<file path="config.mk">
export PLATFORM = sky130hd
export DESIGN_NAME = ss_scan_ctrl
export DESIGN_NICKNAME = d
export VERILOG_FILES = /design/src/rtl/ss_pkg.sv /design/src/rtl/ss_hex_decoder.sv /design/src/rtl/ss_scan_ctrl.sv
export SDC_FILE = /design/constraint.sdc
export NUM_CORES = 1
export LEC_CHECK = 0
export CORE_MARGIN = 4
export CORE_UTILIZATION = 55
export CTS_CLUSTER_DIAMETER = 100
export CTS_CLUSTER_SIZE = 16
export DETAILED_ROUTE_END_ITERATION = 10
export PLACE_DENSITY = 0.93
export SLEW_MARGIN = 20
export SYNTH_ARGS = -nofsm -noshare
export SYNTH_HDL_FRONTEND = slang
export SYNTH_SLANG_ARGS = --single-unit
</file>
<file path="constraint.sdc">
create_clock -name clk -period 9.3 [get_ports clk]
set_input_delay 2.325 -clock clk [delete_from_list [all_inputs] [get_ports clk]]
set_output_delay 2.325 -clock clk [all_outputs]
set_load 0.01 [all_outputs]
</file>
<file path="src/rtl/ss_pkg.sv">
// Shared types and constants for the 7-segment scan controller.
// No logic; latency n/a.
// No flow control; constants only.
package ss_pkg;

    typedef enum logic {
        ST_ON   = 1'b0,
        ST_DEAD = 1'b1
    } ss_state_t;

    // Active-high {g,f,e,d,c,b,a}, index = nibble value
    localparam logic [15:0][6:0] HEX_GLYPHS = {
        7'h71, 7'h79, 7'h5E, 7'h39, 7'h7C, 7'h77, 7'h6F, 7'h7F,
        7'h07, 7'h7D, 7'h6D, 7'h66, 7'h4F, 7'h5B, 7'h06, 7'h3F
    };

    localparam logic [7:0] SEG_OFF = 8'h00;

    function automatic int cnt_width(input int slot, input int blank);
        int m;
        m = (slot > blank) ? slot : blank;
        return (m > 1) ? $clog2(m) : 1;
    endfunction

endpackage

</file>
<file path="src/rtl/ss_hex_decoder.sv">
// Nibble to active-high 7-segment glyph (0-9, A b C d E F), forced dark by blank.
// Combinational, zero latency.
// No flow control.
module ss_hex_decoder
    import ss_pkg::*;
(
    input  logic [3:0] nibble,
    input  logic       blank,
    output logic [6:0] seg
);

    always_comb begin
        seg = blank ? 7'h00 : HEX_GLYPHS[nibble];
    end

endmodule

</file>
<file path="src/rtl/ss_scan_ctrl.sv">
// Time-multiplexed 7-seg scan with dead time, LZ blanking, frame snapshot; SS_BRIGHTNESS_EN adds PWM dimming.
// Outputs registered: they reflect the state entered on the same clock the tick is taken.
// No backpressure; clk_enable low freezes state and outputs.
module ss_scan_ctrl
    import ss_pkg::*;
#(
    parameter int N_DIGITS    = 8,
    parameter int SLOT_TICKS  = 16,
    parameter int BLANK_TICKS = 1,
    parameter int ACTIVE_LOW  = 1
) (
    input  logic                  clk,
    input  logic                  rst,
    input  logic                  clk_enable,
    input  logic [4*N_DIGITS-1:0] digits,
    input  logic [N_DIGITS-1:0]   dots,
    input  logic [N_DIGITS-1:0]   digit_en,
    input  logic                  lz_blank,
`ifdef SS_BRIGHTNESS_EN
    input  logic [3:0]            brightness,
`endif
    output logic [7:0]            ss_value,
    output logic [N_DIGITS-1:0]   ss_select,
    output logic                  frame_start
);

    localparam int   TW  = cnt_width(SLOT_TICKS, BLANK_TICKS);
    localparam int   IW  = (N_DIGITS > 1) ? $clog2(N_DIGITS) : 1;
    localparam logic POL = (ACTIVE_LOW != 0);

    ss_state_t             state, state_nxt;
    logic [IW-1:0]         idx, idx_nxt;
    logic [TW-1:0]         tcnt, tcnt_nxt;
    logic                  first_tick, advance, wrap, snap;
    logic [4*N_DIGITS-1:0] sh_dig, sh_dig_nxt;
    logic [N_DIGITS-1:0]   sh_dots, sh_dots_nxt, sh_en, sh_en_nxt;
    logic                  sh_lz, sh_lz_nxt;
    logic [N_DIGITS-1:0]   lz_mask, sel_hi;
    logic [7:0]            val_hi;
    logic [6:0]            seg;
    logic [3:0]            cur_nib;
    logic                  pwm_on, lit;
`ifdef SS_BRIGHTNESS_EN
    logic [3:0]            sh_br, sh_br_nxt;
`endif

    always_ff @(posedge clk) begin
        if (rst) begin
            state       <= ST_ON;
            idx         <= '0;
            tcnt        <= '0;
            first_tick  <= 1'b1;
            sh_dig      <= '0;
            sh_dots     <= '0;
            sh_en       <= '0;
            sh_lz       <= 1'b0;
`ifdef SS_BRIGHTNESS_EN
            sh_br       <= '0;
`endif
            ss_value    <= SEG_OFF ^ {8{POL}};
            ss_select   <= {N_DIGITS{POL}};
            frame_start <= 1'b0;
        end else begin
            state       <= state_nxt;
            idx         <= idx_nxt;
            tcnt        <= tcnt_nxt;
            first_tick  <= first_tick & ~clk_enable;
            sh_dig      <= sh_dig_nxt;
            sh_dots     <= sh_dots_nxt;
            sh_en       <= sh_en_nxt;
            sh_lz       <= sh_lz_nxt;
`ifdef SS_BRIGHTNESS_EN
            sh_br       <= sh_br_nxt;
`endif
            ss_value    <= val_hi ^ {8{POL}};
            ss_select   <= sel_hi ^ {N_DIGITS{POL}};
            frame_start <= snap;
        end
    end

    always_comb begin
        state_nxt = state;
        idx_nxt   = idx;
        tcnt_nxt  = tcnt;
        advance   = 1'b0;
        wrap      = 1'b0;
        if (clk_enable) begin
            case (state)
                ST_ON: begin
                    if (int'(tcnt) == SLOT_TICKS - 1) begin
                        tcnt_nxt = '0;
                        if (BLANK_TICKS > 0) state_nxt = ST_DEAD;
                        else                 advance   = 1'b1;
                    end else begin
                        tcnt_nxt = tcnt + 1'b1;
                    end
                end
                ST_DEAD: begin
                    if (int'(tcnt) == BLANK_TICKS - 1) begin
                        tcnt_nxt  = '0;
                        advance   = 1'b1;
                        state_nxt = ST_ON;
                    end else begin
                        tcnt_nxt = tcnt + 1'b1;
                    end
                end
            endcase
        end
        if (advance) begin
            wrap    = (int'(idx) == N_DIGITS - 1);
            idx_nxt = wrap ? '0 : idx + 1'b1;
        end
        // Snapshot lands on the same edge as the wrap so digit 0 already sees the new frame
        snap        = clk_enable && (first_tick || wrap);
        sh_dig_nxt  = snap ? digits   : sh_dig;
        sh_dots_nxt = snap ? dots     : sh_dots;
        sh_en_nxt   = snap ? digit_en : sh_en;
        sh_lz_nxt   = snap ? lz_blank : sh_lz;
`ifdef SS_BRIGHTNESS_EN
        sh_br_nxt   = snap ? brightness : sh_br;
`endif
    end

    always_comb begin
        logic all_zero;
        all_zero = 1'b1;
        lz_mask  = '0;
        for (int i = N_DIGITS - 1; i >= 1; i--) begin
            all_zero   = all_zero && (sh_dig_nxt[4*i +: 4] == 4'h0);
            lz_mask[i] = sh_lz_nxt && all_zero;
        end
    end

    assign cur_nib = sh_dig_nxt[int'(idx_nxt)*4 +: 4];

    ss_hex_decoder u_dec (
        .nibble (cur_nib),
        .blank  (lz_mask[idx_nxt]),
        .seg    (seg)
    );

`ifdef SS_BRIGHTNESS_EN
    assign pwm_on = (int'(tcnt_nxt) * 16) < ((int'(sh_br_nxt) + 1) * SLOT_TICKS);
`else
    assign pwm_on = 1'b1;
`endif

    always_comb begin
        lit    = (state_nxt == ST_ON) && sh_en_nxt[idx_nxt] && pwm_on;
        val_hi = SEG_OFF;
        sel_hi = '0;
        if (lit) begin
            val_hi          = {sh_dots_nxt[idx_nxt], seg};
            sel_hi[idx_nxt] = 1'b1;
        end
    end

endmodule
</file>
# After elaboration in Yosys (flattened, before gate mapping)
# Memory sizes are Yosys's and may differ from the RTL's.
# Index checks and enable logic that the tools add are counted.
# word_totals
reg_bits	75
latchBits	0
mem_bits_rw	0
romBits	112
inputBits	52
out_inout_bits	17
memories	1
# memory_table
name	words	width	read_ports	rd_ports_with_merged_regs	write_ports	line_no	text
(name not given)	16	7	1	0	0	ss_hex_decoder.sv:13	seg = blank ? 7'h00 : HEX_GLYPHS[nibble];
# classes
addsub	2
multipliers	0
div_mod_pow	0
n_lt_le_gt_ge	3
eq_ne	2
n_shift	1
mux	29
bitwise_logic	6
reduce_logical	25
# op_table
operator	count
$logic_not 4->1	8
$mux 32	1
$mux 8	4
$shiftx 32x6->4	1
$logic_and 1x1->1	16
$not 8->8	2
$mux 7	2
$mux 1	11
$bmux 1 s3	3
$mux 4	2
$pmux 4 s2	1
$mux 3	2
$lt 4x5->1 const B	1
$add 4x1->4 const B	1
$eq 4x1->1 const B	1
$lt 3x4->1 const B	1
$pmux 1 s2	2
$add 3x1->3 const B	1
$demux 1 s3	1
$eq 3x1->1 const B	1
$ge 3x1->1 const B	1
$not 1->1	3
$and 1x1->1	1
$logic_or 1x1->1	1

# Depth between registers and ports, before layout
# logic_depth
depth_word	21
depth_mapped	16

# By module
# From an unflattened synthesis, not the netlist that was laid out.
# hier_totals
cells_unflattened	436
area_unflattened_um2	3766.1
# by_module_without_submodules
mod	instances	cells_per_inst	area_per_inst_um2	seq_area_each_um2
ss_scan_ctrl	1	401	3499.6	1501.4
ss_hex_decoder	1	35	266.5	0.0

# Worst setup path after synthesis
# OpenSTA, ideal clock, no wires.
# synth_timing
path_kind	input-to-reg
start	in clk_enable
end	reg ss_value[3]
setup_time_ps	117
arrival_ps	4907
required_time_ps	9183
setup_slack_ps	4276
path_stages	14
cell_sequence	buf_2 -> nand2_1 -> o31a_1 -> buf_6 -> buf_6 -> buf_2 -> mux2i_1 -> o22ai_1 -> nor4_2 -> inv_1 -> ha_1 -> mux2_1 -> mux2i_1 -> nand2_1
# synth_via
elab_chain_cells	18
elab_cells_between_ends	41
# synth_rtl
element	line_no	text
from (decl)	ss_scan_ctrl.sv:14	input logic clk_enable,
branches (longest 16 deep; another with $mem_v2 16x7)	n/a	
$mux 8 (*)	ss_scan_ctrl.sv:152	if (lit) begin
$not 8->8 (no line) (*)	n/a	
to (signal assigned)	ss_scan_ctrl.sv:60	ss_value <= SEG_OFF ^ {8{POL}};
to (signal assigned)	ss_scan_ctrl.sv:75	ss_value <= val_hi ^ {8{POL}};
to (decl)	ss_scan_ctrl.sv:22	output logic [7:0] ss_value,
# Mark *: on every way between the ends. The select of a mux whose other input is x is not followed.
# A chain may end at the register's enable or synchronous reset.

# Final worst setup path
# Same ends and word-level chain as after synthesis.

==> flow_summary.toml <==
[route]
drt-pass1-iter-count = 5
drcViolationCount = 0
vias_per_cell = 6.082
avgRoutedWirePerCell_um = 17.38
drtIter0Drc = 285
vias = 3327
wl_um = 9506
ant_nets = 0

[placed_design]
place_area_sq_mm = 0.004402
portBuffers = 68
place_ws_ps = 2790
dp.cells = 532
place_congestion = 0.9294
dp_hpwl_um = 7012

[synth]
ys_types = 62
seq_area_frac_synth_pct = 40.47
synth-edff-count = 0
yosysWarnings = 0
syn_inst = 403
async_flop_share_pct = 0
synth_area_per_cell_sq_um = 9.205
syn-num-nets = 465
synth_ff_type = "dfxtp_1"
syn_area_sq_mm = 0.003710
ys_seq_elements = 75

[worst_hold_path]
holdPathStages = 2
hold_end = "sh_en[4]"
hp-class = "flop to flop"
min_from = "sh_en[4]"

[clock_network]
ctsResizeCount = 0
post_cts_buffers = 0
holdBufCountCts = 0
cts_made_buffers = 9
cts_tree = "done"
cts-root-buf = "clkbuf_8"
cts.sinks = 75
clock_latency_ps = 340
htreeDepth = 3
clkTransAtPathRegs_ps = 80
cts.path.max_buffers = 2

[critical_path]
crit_type = "input pin to flop"
r2r_slack_ps = 4990
cp_max_fo = 33
worstReg2RegStart = "idx[0]"
cp-end-kind = "flop"
cp.arrival_ps = 6450
r2r_cells = 13
critPathLaunchType = "input pin"
crit_required_ps = 9540
timing.rr.end = "ss_value[3]"

[status]
status = "complete, no violations"

[power_and_ir_drop]
powerDensity_mw_per_mm2 = 148.0
p_leak_nw = 1.873
ir_drop_v = 0.00009240

[final_layout]
nets = 528
diodes = 0
fill_cells = 501
final_area_sq_mm = 0.004562
drive_above_1_share_pct = 7.234
fin_util_pct = 70.63
seq_area_sq_mm = 0.001501
layoutNonFillerInstCount = 547
final_common_cell = "dfxtp_1"
area_growth_pct = 22.97
layout_common_cells = "dfxtp_1 (75), clkdlybuf4s50_1 (67), nor2_1 (52)"
multi_input_area_sq_mm = 0.002072

[timing]
period_share_pct = 66.76
report.final.hold_viol_count = 0
fmax_ghz = 0.1611
layout_setup_ws_ps = 3091
maxSlewHeadroom_pct = 28.30
grt_setup_unrepaired = "false"
fin_crit_ps = 6209
worst_slew_pin_slew_ps = 1076
finalSetupViolations = 0
tns_ps = 0
slew_violations = 0
finClkSkew_ps = 7.129

[grt]
antenna_found_initial = 0
grt_pass1_wl_um = 15220
grt_usage_pct = 23.07
grt_pass1_vias = 3147
grt-ovfl-total = 0
grt_max_degree = 59

[die]
core_sq_mm = 0.006459
die-area_sq_mm = 0.008123
rows = 29
die_w_um = 90.13
start_util_pct = 57.44
die_height_um = 90.13
ioPinCount = 69

[flow_run]
maxCapViolCount = 0
-- area by class of cell --
type / count / area share [%]
repair buffers: 70 / 15.14
clock buffers: 12 / 3.182
flip-flops and latches: 75 / 32.91
inverters: 11 / 0.9051
clock inverters: 3 / 0.3291
multi-input cells: 299 / 45.42
well taps: 77 / 2.112
-- worst max-delay path by stage --
stage | startpoint | to | slack [ps] | cells past startpoint
floorplan | clk_enable | ss_value[3] | 4280 | 14
global placement | clk_enable | ss_value[3] | 3000 | 12
detailed placement | clk_enable | ss_value[3] | 2790 | 12
CTS | clk_enable | ss_value[3] | 3130 | 12
global route | clk_enable | ss_value[3] | 2840 | 12
finish | clk_enable | ss_value[3] | 3090 | 12
-- per-layer routing --
layer / share of wire (%) / vias up / GRT usage (%) / wire, um
li1: - / 1586 / - / -
met1: 45 / 1571 / 29.66 / 4246
met2: 46 / 155 / 38.08 / 4412
met3: 7.1 / 15 / 6.427 / 678
met4: 1.8 / 0 / 6.250 / 167
met5: 0 / - / 0 / 0
-- registers in the layout (all words and copies together), names as in the netlist --
signal / cells
first_tick: 1
frame_start: 1
idx: 3
sh_dig: 32
sh_dots: 8
sh_en: 8
sh_lz: 1
ss_select: 8
ss_value: 8
state: 1
tcnt: 4
-- cells by family (layout without fill, tap and decap cells) --
group / count (synthesis) / after routing / share of synthesized area (%)
flops: 75 / 75 / 40.47
simple gates: 151 / 151 / 20.64
fa+ha+maj: 10 / 10 / 3.373
buf+inv: 29 / 96 / 3.845
xor+xnor: 3 / 3 / 0.7084
compound gates: 81 / 81 / 16.05
mux: 54 / 54 / 14.91
-- worst max-delay path, cell delays in order --
cell and delay [ps]:
clkdlybuf4s50_1 600, inv_1 260, o31a_2 600, buf_4 580
mux2i_1 330, o22ai_1 140, nor4_2 640, inv_1 160
ha_1 260, mux2_1 310, mux2i_1 140, nand2_1 60
-- synthesized netlist by cell type, types with 3 or more instances --
cell type / number / area (sq um)
nor3_1: 5 / 25.02
nor2_1: 52 / 195.2
o21a_1: 4 / 30.03
nand2b_1: 6 / 37.54
mux2_2: 4 / 45.04
nand4_1: 3 / 18.77
nand3_1: 4 / 20.02
o21ai_0: 7 / 35.03
nor4_1: 9 / 56.30
nor2b_1: 6 / 37.54
o221ai_1: 3 / 26.28
o22ai_1: 10 / 62.56
buf_6: 3 / 33.78
a211oi_1: 5 / 37.54
inv_1: 11 / 41.29
a21oi_1: 15 / 75.07
dfxtp_1: 75 / 1501
a22o_1: 6 / 52.55
mux2i_1: 47 / 470.5
and2_1: 3 / 18.77
clkbuf_1: 8 / 30.03
buf_2: 3 / 15.01
ha_1: 10 / 125.1
and3_1: 6 / 37.54
nand2_1: 45 / 168.9
o32ai_1: 3 / 26.28
-- stage by stage --
| step | hold WS (ps) | power (W) |
|---|---|---|
| after floorplan | 427.4 | 0.0004207 |
| after global placement | 436.2 | 0.0004609 |
| after detailed placement | 439.7 | 0.0004651 |
| after CTS | 448.7 | 0.0006752 |
| after global routing | 474.3 | 0.0007012 |
| final | 449.5 | 0.0006752 |
-- where the power goes --
| group | internal, W | leakage, nW | total (W) | switching, W |
|---|---|---|---|---|
| Clock | 0.000102 | 0.0860 | 0.000216 | 0.000114 |
| Combinational | 0.0000568 | 1.17 | 0.000115 | 0.0000577 |
| Sequential | 0.000337 | 0.614 | 0.000345 | 0.00000757 |
(Power assumes the default switching activity.)
